==> src/rtl/dcache_miss_ctrl_pkg.sv <==
// ============================================================================
// Module   : dcache_miss_ctrl_pkg
// Brief    : Shared encodings for the data-cache miss controller.
// Revision : 1.0 - initial release
// ============================================================================
`default_nettype none

package dcache_miss_ctrl_pkg;

    typedef enum logic [1:0] {
        IDLE   = 2'd0,
        EVICT  = 2'd1,
        FETCH  = 2'd2,
        RESUME = 2'd3
    } state_t;

    localparam logic ADDR_SEL_VICTIM = 1'b0;
    localparam logic ADDR_SEL_REQ    = 1'b1;

endpackage

`default_nettype wire

==> src/rtl/dcache_miss_ctrl_if.sv <==
// ============================================================================
// Module   : dcache_miss_ctrl_if
// Brief    : Pipeline/memory handshake bundle of the miss controller.
// Revision : 1.0 - initial release
// ============================================================================
`default_nettype none

interface dcache_miss_ctrl_if #(
    parameter int CNT_W = 32
);
    logic             mem_rd_i;
    logic             mem_wr_i;
    logic             hit_i;
    logic             dirty_i;
    logic             mem_ack_i;
    logic             halt_o;
    logic             mem_req_o;
    logic             mem_we_o;
    logic             addr_sel_o;
    logic             refill_we_o;
    logic [CNT_W-1:0] stall_cnt_o;

    // Controller side
    modport slave (
        input  mem_rd_i, mem_wr_i, hit_i, dirty_i, mem_ack_i,
        output halt_o, mem_req_o, mem_we_o, addr_sel_o, refill_we_o, stall_cnt_o
    );

    // Pipeline / memory side
    modport master (
        output mem_rd_i, mem_wr_i, hit_i, dirty_i, mem_ack_i,
        input  halt_o, mem_req_o, mem_we_o, addr_sel_o, refill_we_o, stall_cnt_o
    );
endinterface

`default_nettype wire

==> src/rtl/dcache_miss_ctrl_stall_counter.sv <==
// ============================================================================
// Module   : stall_counter
// Brief    : Saturating up-counter with enable, cleared by reset.
// Revision : 1.0 - initial release
// ============================================================================
`default_nettype none

module stall_counter #(
    parameter int WIDTH = 32
) (
    input  wire logic             clk_i,
    input  wire logic             rst_i,
    input  wire logic             en_i,
    output logic      [WIDTH-1:0] cnt_o
);

    logic [WIDTH-1:0] r_cnt;

    always_ff @(posedge clk_i or negedge rst_i) begin
        if (!rst_i) begin
            r_cnt <= '0;
        end else if (en_i && (r_cnt != '1)) begin
            r_cnt <= r_cnt + 1'b1;
        end
    end

    assign cnt_o = r_cnt;

endmodule

`default_nettype wire

==> src/rtl/dcache_miss_ctrl.sv <==
// ============================================================================
// Module   : dcache_miss_ctrl
// Brief    : D-cache miss sequencer: halts the pipeline, writes back a dirty
//            victim, refills the line, then releases the pipeline.
//            Optional stall-cycle counter under DCACHE_STALL_CNT_EN.
// Revision : 1.0 - initial release
// ============================================================================
`default_nettype none

module dcache_miss_ctrl
    import dcache_miss_ctrl_pkg::*;
#(
    parameter int CNT_W = 32
) (
    input  wire logic        clk_i,
    input  wire logic        rst_i,
    dcache_miss_ctrl_if.slave bus
);

    state_t           r_state;
    state_t           w_next;
    logic             w_miss;
    logic             w_halt;
    logic             w_req;
    logic             w_we;
    logic             w_sel;
    logic             w_refill;
    logic [CNT_W-1:0] w_stall_cnt;

    assign w_miss = (bus.mem_rd_i | bus.mem_wr_i) & ~bus.hit_i;

    always_ff @(posedge clk_i or negedge rst_i) begin
        if (!rst_i) begin
            r_state <= IDLE;
        end else begin
            r_state <= w_next;
        end
    end

    always_comb begin
        w_next   = r_state;
        w_halt   = 1'b0;
        w_req    = 1'b0;
        w_we     = 1'b0;
        w_sel    = ADDR_SEL_VICTIM;
        w_refill = 1'b0;
        case (r_state)
            IDLE: begin
                // Halt combinationally so the missing access never advances
                w_halt = w_miss;
                if (w_miss) begin
                    w_next = bus.dirty_i ? EVICT : FETCH;
                end
            end
            EVICT: begin
                w_halt = 1'b1;
                w_req  = 1'b1;
                w_we   = 1'b1;
                w_sel  = ADDR_SEL_VICTIM;
                if (bus.mem_ack_i) begin
                    w_next = FETCH;
                end
            end
            FETCH: begin
                w_halt   = 1'b1;
                w_req    = 1'b1;
                w_sel    = ADDR_SEL_REQ;
                w_refill = bus.mem_ack_i;
                if (bus.mem_ack_i) begin
                    w_next = RESUME;
                end
            end
            RESUME: begin
                w_halt = 1'b1;
                w_next = IDLE;
            end
            default: begin
                w_next = IDLE;
            end
        endcase
    end

    // Reset gating keeps halt low even if the pipeline presents a miss in reset
    assign bus.halt_o      = w_halt & rst_i;
    assign bus.mem_req_o   = w_req;
    assign bus.mem_we_o    = w_we;
    assign bus.addr_sel_o  = w_sel;
    assign bus.refill_we_o = w_refill;

`ifdef DCACHE_STALL_CNT_EN
    stall_counter #(
        .WIDTH (CNT_W)
    ) u_stall_counter (
        .clk_i (clk_i),
        .rst_i (rst_i),
        .en_i  (bus.halt_o),
        .cnt_o (w_stall_cnt)
    );
`else
    assign w_stall_cnt = '0;
`endif

    assign bus.stall_cnt_o = w_stall_cnt;

endmodule

`default_nettype wire

==> src/flat_wrapper.sv <==
// flat-port wrapper written by rule: the top's interface ports become plain ports
module dcache_miss_ctrl_flat import dcache_miss_ctrl_pkg::*;
#(
    parameter int CNT_W = 32
)
  (clk_i, rst_i, bus_mem_rd_i, bus_mem_wr_i, bus_hit_i, bus_dirty_i, bus_mem_ack_i, bus_halt_o, bus_mem_req_o, bus_mem_we_o, bus_addr_sel_o, bus_refill_we_o, bus_stall_cnt_o);
  dcache_miss_ctrl_if #(.CNT_W(CNT_W)) bus_i ();
  input  wire logic clk_i;
  input  wire logic rst_i;
  input wire logic [$bits(bus_i.mem_rd_i)-1:0] bus_mem_rd_i;
  input wire logic [$bits(bus_i.mem_wr_i)-1:0] bus_mem_wr_i;
  input wire logic [$bits(bus_i.hit_i)-1:0] bus_hit_i;
  input wire logic [$bits(bus_i.dirty_i)-1:0] bus_dirty_i;
  input wire logic [$bits(bus_i.mem_ack_i)-1:0] bus_mem_ack_i;
  output wire logic [$bits(bus_i.halt_o)-1:0] bus_halt_o;
  output wire logic [$bits(bus_i.mem_req_o)-1:0] bus_mem_req_o;
  output wire logic [$bits(bus_i.mem_we_o)-1:0] bus_mem_we_o;
  output wire logic [$bits(bus_i.addr_sel_o)-1:0] bus_addr_sel_o;
  output wire logic [$bits(bus_i.refill_we_o)-1:0] bus_refill_we_o;
  output wire logic [$bits(bus_i.stall_cnt_o)-1:0] bus_stall_cnt_o;
  assign bus_i.mem_rd_i = bus_mem_rd_i;
  assign bus_i.mem_wr_i = bus_mem_wr_i;
  assign bus_i.hit_i = bus_hit_i;
  assign bus_i.dirty_i = bus_dirty_i;
  assign bus_i.mem_ack_i = bus_mem_ack_i;
  assign bus_halt_o = bus_i.halt_o;
  assign bus_mem_req_o = bus_i.mem_req_o;
  assign bus_mem_we_o = bus_i.mem_we_o;
  assign bus_addr_sel_o = bus_i.addr_sel_o;
  assign bus_refill_we_o = bus_i.refill_we_o;
  assign bus_stall_cnt_o = bus_i.stall_cnt_o;
  dcache_miss_ctrl #(.CNT_W(CNT_W)) u_core (.clk_i(clk_i), .rst_i(rst_i), .bus(bus_i));
endmodule
==> config.mk <==
export PLATFORM = sky130hd
export DESIGN_NAME = dcache_miss_ctrl_flat
export DESIGN_NICKNAME = d
export VERILOG_FILES = /design/src/rtl/dcache_miss_ctrl_pkg.sv /design/src/rtl/dcache_miss_ctrl_if.sv /design/src/rtl/dcache_miss_ctrl_stall_counter.sv /design/src/rtl/dcache_miss_ctrl.sv /design/src/flat_wrapper.sv
export SDC_FILE = /design/constraint.sdc
export NUM_CORES = 1
export LEC_CHECK = 0
export BUFFER_PORTS_ARGS = -buffer_cell sky130_fd_sc_hd__buf_2
export CORE_ASPECT_RATIO = 0.75
export CORE_MARGIN = 2
export CORE_UTILIZATION = 24
export CTS_CLUSTER_DIAMETER = 50
export DETAILED_ROUTE_END_ITERATION = 10
export GPL_ROUTABILITY_DRIVEN = 1
export SYNTH_ARGS = -nofsm -noshare
export SYNTH_HDL_FRONTEND = slang
export SYNTH_SLANG_ARGS = --single-unit
==> constraint.sdc <==
create_clock -name clk_i -period 1.8 [get_ports clk_i]
set_input_delay 0.27 -clock clk_i [delete_from_list [all_inputs] [get_ports clk_i]]
set_output_delay 0.27 -clock clk_i [all_outputs]
set_load 0.005 [all_outputs]
==> impl_metrics.env <==
export IMPL_fp_dieW_microns=53.8
export IMPL_nets=78
export IMPL_ios=44
export IMPL_die_area_sq_um=2230
export IMPL_postSynthCellCount=51
export IMPL_rows=13
export IMPL_dr_pass1_iters=2
export IMPL_drcViolationCount=0
export IMPL_fin_tns_setup_ps=0
export IMPL_period_minus_slack_ps=1490
export IMPL_final_hold_violation_count=0
export IMPL_holdCritPathClass="input pin to async pin"
export IMPL_startpoint="rst_i"
export IMPL_multi_input_area_sq_um=262
export IMPL_grt_pass1_vias=191
export IMPL_grt_usage_pct=5.76
export IMPL_max_clock_freq_mhz=673
export IMPL_fillerInstances=197
export IMPL_ir_drop_mv=0.328
export IMPL_clock_root_buffer="clkbuf_4"
export IMPL_antenna_found_initial=0
export IMPL_setup_viol=0
export IMPL_worstPathRequired_ps=1530
export IMPL_cp_end_kind="output pin"
export IMPL_numPortBuffers=11
export IMPL_cts_sinks=2
export IMPL_worstSetupStartpointType="input pin"
export IMPL_top_register="u_core.r_state"
export IMPL_grt_first_pass_wirelength_microns=772
export IMPL_place_inst=83
export IMPL_r2r_end="u_core.r_state[0]"
export IMPL_clockBufferDepth=2
export IMPL_drtIter0Drc=2
export IMPL_post_synth_top_area_fraction_pct=53.8
export IMPL_worst_skew_pair_late_latency_ps=220
export IMPL_reg2reg_from="u_core.r_state[0]"
export IMPL_reg_top3="u_core.r_state: 2 flops"
export IMPL_routed_wirelength_microns=635
export IMPL_layout_drive_gt1_share_pct=24.6
export IMPL_ys_ff_latch=2
export IMPL_outcome="finished clean"
export IMPL_syn_avg_cell_area_sq_um=8.76
export IMPL_synth_distinct_cells=11
export IMPL_drv_slew=0
export IMPL_yosysMostFrequentCell="buf_4"
export IMPL_largest_reg_flops=2
export IMPL_path_clk_slew_ps=30
export IMPL_core_sq_um=1740
export IMPL_synth_area_leader_cell="buf_4"
export IMPL_maxCapViolations=0
export IMPL_rsz0062_at_grt="no"
export IMPL_grt_overflow_total=0
export IMPL_start_util_pct=25.7
export IMPL_cts_resized=0
export IMPL_synthArstFlopShare_pct=100
export IMPL_cts_tree="built"
export IMPL_skew_ps=1.68
export IMPL_fin_crit_sh_pct=82.5
export IMPL_die_h_microns=41.4
export IMPL_yosysWarnings=0
export IMPL_ant_nets=0
export IMPL_rr_worst_depth=5
export IMPL_via_per_inst=3.09
export IMPL_vias=269
export IMPL_power_leakage_nw=0.276
export IMPL_ys_flop_type="dfrtp_1"
export IMPL_post_cts_buffers=0
export IMPL_fin_util_pct=25.2
export IMPL_hpwl_microns=571
export IMPL_reg2reg_slack_ps=470
export IMPL_yosysSeqAreaShare_pct=11.2
export IMPL_worstSetupPathType="input pin to output pin"
export IMPL_cts_hold_buffers=1
export IMPL_path_max_fanout=3
export IMPL_synth_enable_flop_cells=0
export IMPL_seq_area_sq_um=50.0
export IMPL_synth_area_sq_um=447
export IMPL_routabilityCongestion=0.612
export IMPL_synth_area_top_cells="buf_4 (54%), dfrtp_1 (11%), ha_1 (11%)"
export IMPL_grt_max_degree=5
export IMPL_fin_cells=87
export IMPL_powerDensity_nw_per_um2=1160
export IMPL_arrival_ps=1220
export IMPL_antenna_cells=0
export IMPL_wl_per_cell_microns=7.30
export IMPL_synthTopCellsByCount="buf_4 (32), ha_1 (4), mux2i_1 (4)"
export IMPL_htree_levels=1
export IMPL_cts_inserted_buffers=3
export IMPL_syn2layout_area_growth_pct=-1.96
routing by layer:
layer  vias to the layer above  wire, microns  track usage (%)
li1                        123              -                -
met1                       122            188             4.06
met2                        22            348             10.1
met3                         2             88             4.29
met4                         0              9             5.77
met5                         -              0                0
worst max path at each step:
| stage | cells after the start | end | slack [ps] |
|---|---|---|---|
| floorplan | 5 | u_core.r_state[0] | 600 |
| global placement | 5 | u_core.r_state[1] | 530 |
| detailed placement | 5 | u_core.r_state[0] | 440 |
| CTS | 4 | bus_halt_o | 310 |
| global route | 4 | bus_halt_o | 260 |
| finish | 4 | bus_halt_o | 310 |
cell usage in the layout (no fill, tap or decap), drive strengths merged:
cell,Yosys,final
clkbuf,0,3
ha,4,4
dfrtp,2,2
buf,32,11
a21boi,1,1
mux2i,4,4
inv,3,3
nor2,1,1
conb,1,32
and2,1,1
a2bb2oi,1,1
dlygate4sd3,0,1
o21bai,1,1
power by group:
| group | internal [W] | switching [W] |
|---|---|---|
| Clock | 0.0000736 | 0.0000256 |
| Combinational | 0.000155 | 0.000171 |
| Sequential | 0.0000704 | 0.0000126 |
worst max-delay path, cell delays in order:
cell           delay (ps)
dlygate4sd3_1         520
buf_2                 130
a21boi_0              160
buf_2                 140
cell type report:
cell class,count,area share (%)
multi-input cells,45,59.7
inverters,3,2.57
repair buffers,12,14.9
flip-flops and latches,2,11.4
clock buffers,3,5.14
well taps,22,6.29
metrics by stage:
step	power [W]	hold slack (ps)	instance area [sq um]	setup slack [ps]
5_1_grt	0.000563	374	438	257
4_1_cts	0.000523	360	438	315
6_report	0.000508	376	438	314
3_3_place_gp	0.000392	67.3	405	533
3_5_place_dp	0.000414	67.0	405	443
2_1_floorplan	0.000357	-25.6	563	597
cells by family after synthesis:
logic type                 share of synthesized area [%]
adders and majority gates                           11.2
AOI/OAI and AO/OA                                   9.24
DFF                                                 11.2
buffers and inverters                               56.3
muxes                                               8.96
and+or+nand+nor                                     2.24
other                                              0.840
(Power assumes the default switching activity.)
